## src/rtl/spi_target_pkg.sv

```systemverilog
// Shared constants for the SPI target: word width, sync depth and FSM encodings.
package spi_target_pkg;
    localparam int W_CPU           = 32;
    localparam int SPI_SYNC_STAGES = 2;

    localparam logic [1:0] SPI_T_IDLE  = 2'd0;
    localparam logic [1:0] SPI_T_SHIFT = 2'd1;
    localparam logic [1:0] SPI_T_ABORT = 2'd2;
endpackage

```

## src/rtl/spi_target_if.sv

```systemverilog
// Word-level rx/tx handshake between the SPI target and the local device.
interface spi_target_if
    import spi_target_pkg::*;
#(
    parameter int W_WORD = W_CPU
);
    logic [W_WORD-1:0] tx_data;
    logic              tx_load;
    logic              tx_ready;
    logic [W_WORD-1:0] rx_data;
    logic              rx_dv;
    logic              rx_ack;
    logic              rx_overrun;
    logic              tx_underrun;
    logic              busy;

    modport master (
        output tx_data, tx_load, rx_ack,
        input  tx_ready, rx_data, rx_dv, rx_overrun, tx_underrun, busy
    );

    modport slave (
        input  tx_data, tx_load, rx_ack,
        output tx_ready, rx_data, rx_dv, rx_overrun, tx_underrun, busy
    );
endinterface

```

## src/rtl/spi_sync_edge.sv

```systemverilog
// Multi-flop pin synchronizer with rise/fall pulses from the last two synchronized samples.
module spi_sync_edge #(
    parameter int   STAGES  = 2,
    parameter logic RST_VAL = 1'b0
) (
    input  logic clk,
    input  logic rst_n,
    input  logic din,
    output logic sync,
    output logic rise,
    output logic fall
);
    logic [STAGES-1:0] sync_reg;
    logic              prev_reg;

    genvar gi;
    generate
        for (gi = 0; gi < STAGES; gi++) begin : g_stage
            always_ff @(posedge clk or negedge rst_n) begin
                if (!rst_n)
                    sync_reg[gi] <= RST_VAL;
                else if (gi == 0)
                    sync_reg[gi] <= din;
                else
                    sync_reg[gi] <= sync_reg[(gi == 0) ? 0 : gi-1];
            end
        end
    endgenerate

    always_ff @(posedge clk or negedge rst_n) begin
        if (!rst_n)
            prev_reg <= RST_VAL;
        else
            prev_reg <= sync_reg[STAGES-1];
    end

    assign sync = sync_reg[STAGES-1];
    assign rise = sync & ~prev_reg;
    assign fall = ~sync & prev_reg;
endmodule

```

## src/rtl/spi_target.sv

```systemverilog
// SPI mode-0 target: oversampled pins, 32-bit MSB-first words, rx/tx holding handshake.
module spi_target
    import spi_target_pkg::*;
#(
    parameter int W_WORD      = W_CPU,
    parameter int SYNC_STAGES = SPI_SYNC_STAGES
) (
    input  logic         clk,
    input  logic         rst_n,
    input  logic         spi_sclk,
    input  logic         spi_cs_n,
    input  logic         spi_mosi,
    output logic         spi_miso,
    output logic         spi_miso_oe,
    spi_target_if.slave  bus
);
    localparam int CW = $clog2(W_WORD);

    logic sclk_s, sclk_rise, sclk_fall;
    logic cs_s, cs_rise, cs_fall;
    logic mosi_s;
    logic [1:0] mosi_edges_unused;

    spi_sync_edge #(.STAGES(SYNC_STAGES), .RST_VAL(1'b0)) u_sclk (
        .clk(clk), .rst_n(rst_n), .din(spi_sclk),
        .sync(sclk_s), .rise(sclk_rise), .fall(sclk_fall)
    );
    // cs_n resets high so MISO is released asynchronously and no false select is seen.
    spi_sync_edge #(.STAGES(SYNC_STAGES), .RST_VAL(1'b1)) u_cs (
        .clk(clk), .rst_n(rst_n), .din(spi_cs_n),
        .sync(cs_s), .rise(cs_rise), .fall(cs_fall)
    );
    spi_sync_edge #(.STAGES(SYNC_STAGES), .RST_VAL(1'b0)) u_mosi (
        .clk(clk), .rst_n(rst_n), .din(spi_mosi),
        .sync(mosi_s), .rise(mosi_edges_unused[0]), .fall(mosi_edges_unused[1])
    );

    logic [1:0]        state_reg;
    logic [CW-1:0]     bit_cnt_reg;
    logic [W_WORD-1:0] rx_shift_reg, tx_shift_reg, hold_reg, rx_data_reg;
    logic              hold_full_reg, reload_pending_reg, underrun_pending_reg;
    logic              rx_dv_reg, overrun_reg, underrun_reg;

    logic start, reload, consume, capture, word_done, shifting;

    assign shifting  = (state_reg == SPI_T_SHIFT) && !cs_rise;
    assign start     = (state_reg == SPI_T_IDLE) && cs_fall;
    assign reload    = shifting && sclk_fall && reload_pending_reg;
    assign consume   = (start || reload) && hold_full_reg;
    assign capture   = bus.tx_load && (!hold_full_reg || consume);
    assign word_done = shifting && sclk_rise && (bit_cnt_reg == CW'(W_WORD-1));

    always_ff @(posedge clk or negedge rst_n) begin
        if (!rst_n) begin
            state_reg            <= SPI_T_IDLE;
            bit_cnt_reg          <= '0;
            rx_shift_reg         <= '0;
            tx_shift_reg         <= '0;
            hold_reg             <= '0;
            rx_data_reg          <= '0;
            hold_full_reg        <= 1'b0;
            reload_pending_reg   <= 1'b0;
            underrun_pending_reg <= 1'b0;
            rx_dv_reg            <= 1'b0;
            overrun_reg          <= 1'b0;
            underrun_reg         <= 1'b0;
        end else begin
            if (capture) begin
                hold_reg      <= bus.tx_data;
                hold_full_reg <= 1'b1;
            end else if (consume) begin
                hold_full_reg <= 1'b0;
            end

            // A new word beats a coincident ack; overrun only if the old word was still unread.
            if (word_done) begin
                rx_data_reg <= {rx_shift_reg[W_WORD-2:0], mosi_s};
                rx_dv_reg   <= 1'b1;
                if (rx_dv_reg && !bus.rx_ack)
                    overrun_reg <= 1'b1;
            end else if (bus.rx_ack) begin
                rx_dv_reg <= 1'b0;
            end

            case (state_reg)
                SPI_T_IDLE: begin
                    if (cs_fall) begin
                        state_reg            <= SPI_T_SHIFT;
                        bit_cnt_reg          <= '0;
                        tx_shift_reg         <= hold_full_reg ? hold_reg : '0;
                        reload_pending_reg   <= 1'b0;
                        underrun_pending_reg <= 1'b0;
                        if (!hold_full_reg)
                            underrun_reg <= 1'b1;
                    end
                end
                SPI_T_SHIFT: begin
                    if (cs_rise) begin
                        state_reg            <= (bit_cnt_reg != '0) ? SPI_T_ABORT : SPI_T_IDLE;
                        reload_pending_reg   <= 1'b0;
                        underrun_pending_reg <= 1'b0;
                    end else if (sclk_rise) begin
                        rx_shift_reg <= {rx_shift_reg[W_WORD-2:0], mosi_s};
                        bit_cnt_reg  <= word_done ? '0 : bit_cnt_reg + 1'b1;
                        if (word_done)
                            reload_pending_reg <= 1'b1;
                        // An empty reload only counts as underrun once the next word really starts.
                        if (underrun_pending_reg) begin
                            underrun_reg         <= 1'b1;
                            underrun_pending_reg <= 1'b0;
                        end
                    end else if (sclk_fall) begin
                        if (reload_pending_reg) begin
                            tx_shift_reg         <= hold_full_reg ? hold_reg : '0;
                            reload_pending_reg   <= 1'b0;
                            underrun_pending_reg <= !hold_full_reg;
                        end else begin
                            tx_shift_reg <= {tx_shift_reg[W_WORD-2:0], 1'b0};
                        end
                    end
                end
                SPI_T_ABORT: begin
                    rx_shift_reg <= '0;
                    tx_shift_reg <= '0;
                    bit_cnt_reg  <= '0;
                    state_reg    <= SPI_T_IDLE;
                end
                default: state_reg <= SPI_T_IDLE;
            endcase
        end
    end

    assign spi_miso_oe     = ~cs_s;
    assign spi_miso        = ~cs_s & tx_shift_reg[W_WORD-1];
    assign bus.tx_ready    = ~hold_full_reg;
    assign bus.rx_data     = rx_data_reg;
    assign bus.rx_dv       = rx_dv_reg;
    assign bus.rx_overrun  = overrun_reg;
    assign bus.tx_underrun = underrun_reg;
    assign bus.busy        = (state_reg != SPI_T_IDLE);
endmodule

```

## src/flat_wrapper.sv

```systemverilog
// flat-port wrapper written by rule: the top's interface ports become plain ports
module spi_target_flat import spi_target_pkg::*;
#(
    parameter int W_WORD      = W_CPU,
    parameter int SYNC_STAGES = SPI_SYNC_STAGES
)
  (clk, rst_n, spi_sclk, spi_cs_n, spi_mosi, spi_miso, spi_miso_oe, bus_tx_data, bus_tx_load, bus_rx_ack, bus_tx_ready, bus_rx_data, bus_rx_dv, bus_rx_overrun, bus_tx_underrun, bus_busy);
  spi_target_if #(.W_WORD(W_WORD)) bus_i ();
  input  logic clk;
  input  logic rst_n;
  input  logic spi_sclk;
  input  logic spi_cs_n;
  input  logic spi_mosi;
  output logic spi_miso;
  output logic spi_miso_oe;
  input wire logic [$bits(bus_i.tx_data)-1:0] bus_tx_data;
  input wire logic [$bits(bus_i.tx_load)-1:0] bus_tx_load;
  input wire logic [$bits(bus_i.rx_ack)-1:0] bus_rx_ack;
  output wire logic [$bits(bus_i.tx_ready)-1:0] bus_tx_ready;
  output wire logic [$bits(bus_i.rx_data)-1:0] bus_rx_data;
  output wire logic [$bits(bus_i.rx_dv)-1:0] bus_rx_dv;
  output wire logic [$bits(bus_i.rx_overrun)-1:0] bus_rx_overrun;
  output wire logic [$bits(bus_i.tx_underrun)-1:0] bus_tx_underrun;
  output wire logic [$bits(bus_i.busy)-1:0] bus_busy;
  assign bus_i.tx_data = bus_tx_data;
  assign bus_i.tx_load = bus_tx_load;
  assign bus_i.rx_ack = bus_rx_ack;
  assign bus_tx_ready = bus_i.tx_ready;
  assign bus_rx_data = bus_i.rx_data;
  assign bus_rx_dv = bus_i.rx_dv;
  assign bus_rx_overrun = bus_i.rx_overrun;
  assign bus_tx_underrun = bus_i.tx_underrun;
  assign bus_busy = bus_i.busy;
  spi_target #(.W_WORD(W_WORD), .SYNC_STAGES(SYNC_STAGES)) u_core (.clk(clk), .rst_n(rst_n), .spi_sclk(spi_sclk), .spi_cs_n(spi_cs_n), .spi_mosi(spi_mosi), .spi_miso(spi_miso), .spi_miso_oe(spi_miso_oe), .bus(bus_i));
endmodule
```

## config.mk

```make
export PLATFORM = sky130hd
export DESIGN_NAME = spi_target_flat
export DESIGN_NICKNAME = d
export VERILOG_FILES = /design/src/rtl/spi_target_pkg.sv /design/src/rtl/spi_target_if.sv /design/src/rtl/spi_sync_edge.sv /design/src/rtl/spi_target.sv /design/src/flat_wrapper.sv
export SDC_FILE = /design/constraint.sdc
export NUM_CORES = 1
export LEC_CHECK = 0
export ABC_CLOCK_PERIOD_IN_PS = 4100
export BUFFER_PORTS_ARGS = -buffer_cell sky130_fd_sc_hd__buf_2
export CAP_MARGIN = 5
export CORE_UTILIZATION = 40
export CTS_CLUSTER_SIZE = 16
export DETAILED_ROUTE_END_ITERATION = 7
export PLACE_DENSITY = 0.55
export RECOVER_POWER = 50
export SLEW_MARGIN = 5
export SYNTH_ARGS = -nofsm -noshare
export SYNTH_HDL_FRONTEND = slang
export SYNTH_HIERARCHICAL = 1
export SYNTH_SLANG_ARGS = --single-unit
```

## constraint.sdc

```tcl
create_clock -name clk -period 4.1 [get_ports clk]
set_input_delay 0.82 -clock clk [delete_from_list [all_inputs] [get_ports clk]]
set_output_delay 0.82 -clock clk [all_outputs]
set_load 0.01 [all_outputs]
```

==> impl_metrics.toml <==
[clock_tree]
cts_htree_levels = 4
clockRootBuffer = "clkbuf_16"
clkLatencyLatePin_ns = 0.42
clk_pin_slew_worst_paths_ns = 0.06
cts_resized = 0
cts_buffer_depth = 2
cts_tree = "done"
post-cts-setup-buffer-count = 0
cts_made_buffers = 17
hold_buffers = 0
cts_num_sinks = 148

[grt]
antenna_found_initial = 0
overflow = 0
grtUsageTotal_pct = 15.9
grt_max_degree = 108
grt_pass1_vias = 4009
grt_pass1_wl_um = 20600

[timing]
hold_violations = 0
rsz0062_at_grt = "no"
finalMaxSlewViolations = 108
min_period_over_period_pct = 69.3
skew_ns = 0.00973
whs_ns = 0.350
max_slew_margin_pct = -79.5
period_minus_slack_ns = 2.84
finalSetupTns_ns = 0
tightestPinTransition_ns = 2.69
fin_ws_ns = 1.26
timing.fmax_mhz = 352
finalSetupViolations = 0

[critical_path]
worst-path-stages = 1
critPathSlowestCell = "clkbuf_2"
reg2reg_slack_ns = 1.44
rr_endpoint = "u_core/bus.rx_data[17]$_DFFE_PN0P_"
cp_cell_sequence = "clkbuf_2"
cp_top_family = "buffers and inverters"
max_stage_delay_ns = 1.80
crit_type = "primary input to asynchronous set/reset pin"
critical_path_peak_fanout = 107
cp-start-kind = "primary input"
crit_start = "rst_n"
r2r-start = "u_core/state_reg[1]$_DFFE_PN0P_"
path_buf_inv = 1
cp.required_ns = 4.04
worstPathArrival_ns = 2.78
reg2regPathDepth = 5
endpoint = "u_core/underrun_pending_reg$_DFFE_PN0P_"
crit_path_end_kind = "asynchronous set/reset pin"

[pwr]
ir_drop_mv = 0.365
p_leak_nw = 3.70
total_power_w = 0.00573
powerDensity_mw_per_mm2 = 743

[placed_design]
place_ws_ns = 1.44
place_congestion = 0.768
detailed_place_hpwl_um = 7460
port_buffers = 77

[layout]
final_util_pct = 48.6
layout-drive-gt1-share_pct = 44.5
n_antenna_cell = 0
layout_commonest_cell = "dfrtp_1"
nFillCells = 1448
area_growth_syn_to_layout_pct = 18.3
nets = 578
final_cell_mix = "dfrtp_1 (145), mux2_2 (113), buf_2 (65)"

[drt]
drc_errors = 0
ant_nets = 0
routed_via_density = 5.11
dr.pass1.iters = 4
routed_wl_um = 12200
drt_iter0_drc = 180
wl_per_cell_um = 16.1
vias = 3885

[floorplan]
die_x_um = 130
core_mm2 = 0.0159
initial_core_util_pct = 41.0
die_y_um = 130
io_pins = 78
dieArea_mm2 = 0.0168
fp-row-count = 46

[outcome]
violations = "max-capacitance violations, max-slew violations"
outcome = "finished with violations"

[min_path]
min_path_type = "register to register"

[run]
cap_violations = 1

[synth]
synth_cells = 458
syn_nets = 505
syn_area_per_cell_um2 = 14.2
synth_warnings = 6
syn_area_mm2 = 0.00652
==> metrics by stage <==
step,instance area (um2),instances
6_report,7710,760
5_1_grt,7710,760
4_1_cts,7730,760
3_5_place_dp,7090,728
3_3_place_gp,7090,728
2_1_floorplan,6520,458
==> metal layers <==
| metal | GRT usage [%] | up-vias | share of wire [%] |
|---|---|---|---|
| met4 | 6.02 | 0 | 1.1 |
| met2 | 24.5 | 59 | 47 |
| met3 | 3.76 | 13 | 2.8 |
| li1 | - | 1829 | - |
| met1 | 21.9 | 1984 | 50 |
| met5 | 0 | - | 0 |
==> final cells by class <==
type | instances | area (um2) | area share [%]
inverters | 13 | 48.8 | 0.633
clock buffers | 20 | 447 | 5.79
multi-input cells | 267 | 2620 | 33.9
flip-flops and latches | 148 | 3710 | 48.1
well taps | 216 | 270 | 3.50
repair buffers | 84 | 424 | 5.50
clock inverters | 12 | 203 | 2.63
==> worst min-delay path by stage <==
stage / startpoint / end / slack (ns) / depth (start not counted)
detailed placement: u_core/u_mosi/sync_reg[0]$_DFF_PN0_ / u_core/u_mosi/sync$_DFF_PN0_ / 0.34 / 0
global placement: u_core/u_mosi/sync_reg[0]$_DFF_PN0_ / u_core/u_mosi/sync$_DFF_PN0_ / 0.33 / 0
global route: u_core/u_mosi/sync_reg[0]$_DFF_PN0_ / u_core/u_mosi/sync$_DFF_PN0_ / 0.36 / 0
finish: u_core/u_mosi/sync_reg[0]$_DFF_PN0_ / u_core/u_mosi/sync$_DFF_PN0_ / 0.35 / 0
CTS: u_core/u_mosi/sync_reg[0]$_DFF_PN0_ / u_core/u_mosi/sync$_DFF_PN0_ / 0.35 / 0
floorplan: u_core/u_mosi/sync_reg[0]$_DFF_PN0_ / u_core/u_mosi/sync$_DFF_PN0_ / 0.33 / 0
==> power by group <==
part           total [W]  internal, W  switching (W)
registers        0.00210      0.00188       0.000229
clock network    0.00169      0.00110       0.000593
logic            0.00194      0.00105       0.000888
No activity file was read; power rests on OpenSTA's default activity.
